## config.mk

```make
export PLATFORM = sky130hd
export DESIGN_NAME = binary_down_counter_timer
export DESIGN_NICKNAME = d
export VERILOG_FILES = /design/src/rtl/binary_down_counter_timer.sv
export SDC_FILE = /design/constraint.sdc
export NUM_CORES = 1
export LEC_CHECK = 0
export ABC_CLOCK_PERIOD_IN_PS = 1800
export CORE_MARGIN = 2
export CORE_UTILIZATION = 25
export CTS_BUF_LIST = sky130_fd_sc_hd__clkbuf_4
export CTS_CLUSTER_SIZE = 10
export DETAILED_ROUTE_END_ITERATION = 8
export HOLD_SLACK_MARGIN = 0.12
export SYNTH_ARGS = -nofsm -noshare
export SYNTH_HDL_FRONTEND = slang
export SYNTH_SLANG_ARGS = --single-unit
export TNS_END_PERCENT = 30
```

## constraint.sdc

```tcl
create_clock -name clk -period 1.8 [get_ports clk]
set_input_delay 0.27 -clock clk [delete_from_list [all_inputs] [get_ports clk]]
set_output_delay 0.27 -clock clk [all_outputs]
set_load 0.02 [all_outputs]
```

## src/rtl/binary_down_counter_timer.sv

```systemverilog
// Loadable WIDTH-bit binary down counter with one-cycle terminal-count pulse,
// one-shot or auto-reload operation, and a registered busy flag.
module binary_down_counter_timer #(
    parameter int unsigned WIDTH = 4
) (
    input  logic             clk,
    input  logic             rst_n,
    input  logic             load,
    input  logic [WIDTH-1:0] load_val,
    input  logic             en,
    input  logic             auto_reload,
    output logic [WIDTH-1:0] count,
    output logic             tc,
    output logic             busy
);

    typedef enum logic [1:0] {
        IDLE = 2'd0,
        RUN  = 2'd1,
        DONE = 2'd2
    } state_t;

    state_t           state_q, state_d;
    logic [WIDTH-1:0] count_q, count_d;
    logic [WIDTH-1:0] reload_q, reload_d;
    logic             tc_q, tc_d;
    logic             tc_evt;

    always_comb begin
        state_d  = state_q;
        count_d  = count_q;
        reload_d = reload_q;
        tc_evt   = 1'b0;

        if (load) begin
            count_d  = load_val;
            reload_d = load_val;
            if (load_val != '0) begin
                state_d = RUN;
            end else begin
                state_d = DONE;
                tc_evt  = 1'b1;
            end
        end else if (state_q == RUN && en) begin
            if (count_q > WIDTH'(1)) begin
                count_d = count_q - WIDTH'(1);
            end else if (count_q == WIDTH'(1)) begin
                count_d = '0;
                tc_evt  = 1'b1;
                if (!auto_reload) begin
                    state_d = DONE;
                end
            end else begin
                // Zero is only reachable in RUN via auto-reload; restart the period.
                count_d = reload_q;
            end
        end

        // A back-to-back event (e.g. a zero load right after expiry) must not stretch the pulse.
        tc_d = tc_evt & ~tc_q;
    end

    always_ff @(posedge clk or negedge rst_n) begin
        if (!rst_n) begin
            state_q  <= IDLE;
            count_q  <= '0;
            reload_q <= '0;
            tc_q     <= 1'b0;
        end else begin
            state_q  <= state_d;
            count_q  <= count_d;
            reload_q <= reload_d;
            tc_q     <= tc_d;
        end
    end

    assign count = count_q;
    assign tc    = tc_q;
    assign busy  = (state_q == RUN);

endmodule

```

==> metrics.txt <==
sequential share of the synthesized area 0.446; H-tree depth 1; final hold vios 0; Post-Syn Instances 61; largest net degree at the start of global routing 16; worst hold path type input port to asynchronous set/reset pin; Placement Rows 17; Relative slew margins 0.658; Avg Vias per Cell 4.78; critical path's top delay family buffers and inverters; Seq cells post-synth 11; Syn Nets 72; CTS Hold Bufs 0; LEAKAGE 0.343 nW; Sum Neg Setup Slack 0 ns; PwrDens 775 nW/µm²; final design utilization 0.357; Syn. warnings 0; Max Freq 580 MHz; Avg Inst Size Synth 10.1 µm²; post-route ant nets 0; buffers and inverters on the worst path 1; critical path startpoint category flip-flop; post-place setup slack 0.148 ns; DIE WIDTH 53.7 µm; total die area 2880 µm²; Clock Sink Count 11; peak supply drop 0.443 mV; first-iteration detailed-routing DRC count 2; wire length on met3 52 µm; met2 WL post-DR 548 µm; CP max FO 4; RSZ-0062 raised after global routing no; WHS 0.330 ns; CTS buffer count 3; gr ovfl total 0; area delta synth->final 31.8%; Worst Setup End Kind primary output; CTS root buf clkbuf_4; Tcrit/Tclk final 0.958; vias in the first global route 460; wire length on met1 590 µm; vias post-DR 502; Worst Tran Pin Value 0.512 ns; final WL 1200 µm; Crit Path Class flip-flop to primary output; Min Clock Period, post-route 1.72 ns; Worst EP arrival 1.45 ns; initial antenna violation count 0; max incr delay on CP 0.61 ns; Top Ports 15; starting density of the core 0.271; Post-CTS Setup Inserts 0; DRC 0; Max stage delay cell, worst path clkdlybuf4s50_1; CTS tree done; Clock Path Buffers 2; Synth cell types 23; worst setup margin 0.0752 ns; antenna cells 0; count of input and output buffers 14; Required @ worst endpoint 1.53 ns; global-route wire length before repair 2050 µm; Max Used Layer met4; final slew viol count 0; post-detail-place hpwl 963 µm; drt wl/cell 11.4 µm; Max-cap violations 0; Post-Syn Area 617 µm²; GP Congestion 0.784; NumNets Final 89; clock skew 0.00287 ns; crit-path cells nor2b_1, clkdlybuf4s50_1; setup violators final 0; GRT Util Overall 0.0978; share of cells above drive strength 1 0.143; clk slew on worst S/H paths 0.07 ns; Pre-antenna DRT Iters 4; Skew-Pair Late Insertion Delay 0.26 ns; die height 53.7 µm; status finished, final reports clean; Core ar. 2280 µm²; post-CTS sizing 0
-- layer usage --
metal / vias to the layer above / track usage
met3: 2 / 0.0167
met5: - / 0
met2: 11 / 0.146
met1: 238 / 0.134
met4: 0 / 0.0513
li1: 251 / -
-- cells in the mapped netlist, drive strengths merged --
library cell,count,share of area
a21oi,10,0.081
nor2b,5,0.051
mux2,4,0.073
nor2,2,0.012
clkbuf,1,0.0061
a211oi,2,0.024
o21ai,2,0.016
nand4b,1,0.014
or3b,1,0.018
nand2b,1,0.010
ha,2,0.041
nor3,2,0.016
inv,6,0.037
nand3b,1,0.032
a2bb2oi,1,0.014
a21o,1,0.012
o41a,1,0.018
nor4b,1,0.024
buf,1,0.0081
nand3,1,0.0081
nand2,2,0.012
o211ai,2,0.024
dfrtp,11,0.45
-- worst reg2reg max path, stage by stage (launching register included) --
cell,delay [ns]
dfrtp_1,0.45
inv_1,0.08
ha_1,0.20
or3b_4,0.41
nand2_1,0.08
o211ai_1,0.08
a21oi_1,0.14
-- final cells by class --
type                            count  area [µm²]
Tap cell                           28        35.0
Sequential cell                    11         275
Fill cell                         235        1460
Clock buffer                        4        30.0
Timing Repair Buffer               14         140
Multi-Input combinational cell     42         310
Inverter                            6        22.5
-- power by group --
| part | switching [mW] | internal [mW] | leakage [nW] |
|---|---|---|---|
| logic | 0.0711 | 0.0821 | 0.196 |
| registers | 0.0308 | 0.271 | 0.128 |
| clock network | 0.0740 | 0.101 | 0.0184 |
-- logic make-up (layout without fill, tap and decap cells) --
group,after synthesis,after routing,synth area share
AND/OR/NAND/NOR,17,17,0.199
multiplexers,4,4,0.0730
AO/OA/AOI/OAI,19,19,0.191
adder cells (fa/ha/maj),2,2,0.0406
flip-flops,11,11,0.446
buffers and inverters,8,24,0.0507
-- worst paths after layout --
| check | cells after the start | slack [ns] | end | startpoint |
|---|---|---|---|---|
| hold / removal | 1 | 0.33 | tc$_DFF_PN0_ | rst_n |
| min in group clk | 1 | 0.43 | tc$_DFF_PN0_ | tc$_DFF_PN0_ |
| hold reg to reg | 1 | 0.43 | tc$_DFF_PN0_ | tc$_DFF_PN0_ |
| setup reg to reg | 6 | 0.27 | count[1]$_DFFE_PN0P_ | count[0]$_DFFE_PN0P_ |
| setup / recovery | 2 | 0.08 | busy | state_q[0]$_DFFE_PN0P_ |
| max in group asynchronous | 1 | 1.15 | count[1]$_DFFE_PN0P_ | rst_n |
-- flip-flops by register name, indices dropped and copies added, names as in the netlist --
| name | flops |
|---|---|
| tc | 1 |
| reload_q | 4 |
| state_q | 2 |
| count | 4 |
-- metrics by stage --
| stage | instances | instance area [µm²] | total power, mW |
|---|---|---|---|
| 2_1_floorplan | 61 | 617 | 0.389 |
| 3_3_place_gp | 101 | 783 | 0.459 |
| 3_5_place_dp | 101 | 783 | 0.461 |
| 4_1_cts | 105 | 813 | 0.641 |
| 5_1_grt | 105 | 813 | 0.665 |
| 6_report | 105 | 813 | 0.630 |
-- cells in the final DEF (no fill, tap or decap), types with 2 or more instances in the layout --
cell type,synthesis,layout
nor2b_1,5,5
inv_1,6,6
mux2_2,4,4
nor2_1,2,2
nor3_1,2,2
o211ai_1,2,2
clkdlybuf4s50_1,0,14
clkbuf_4,0,4
ha_1,2,2
nand2_1,2,2
a21oi_1,10,10
o21ai_0,2,2
a211oi_1,2,2
dfrtp_1,11,11
Power figures use the tool's default switching activity.
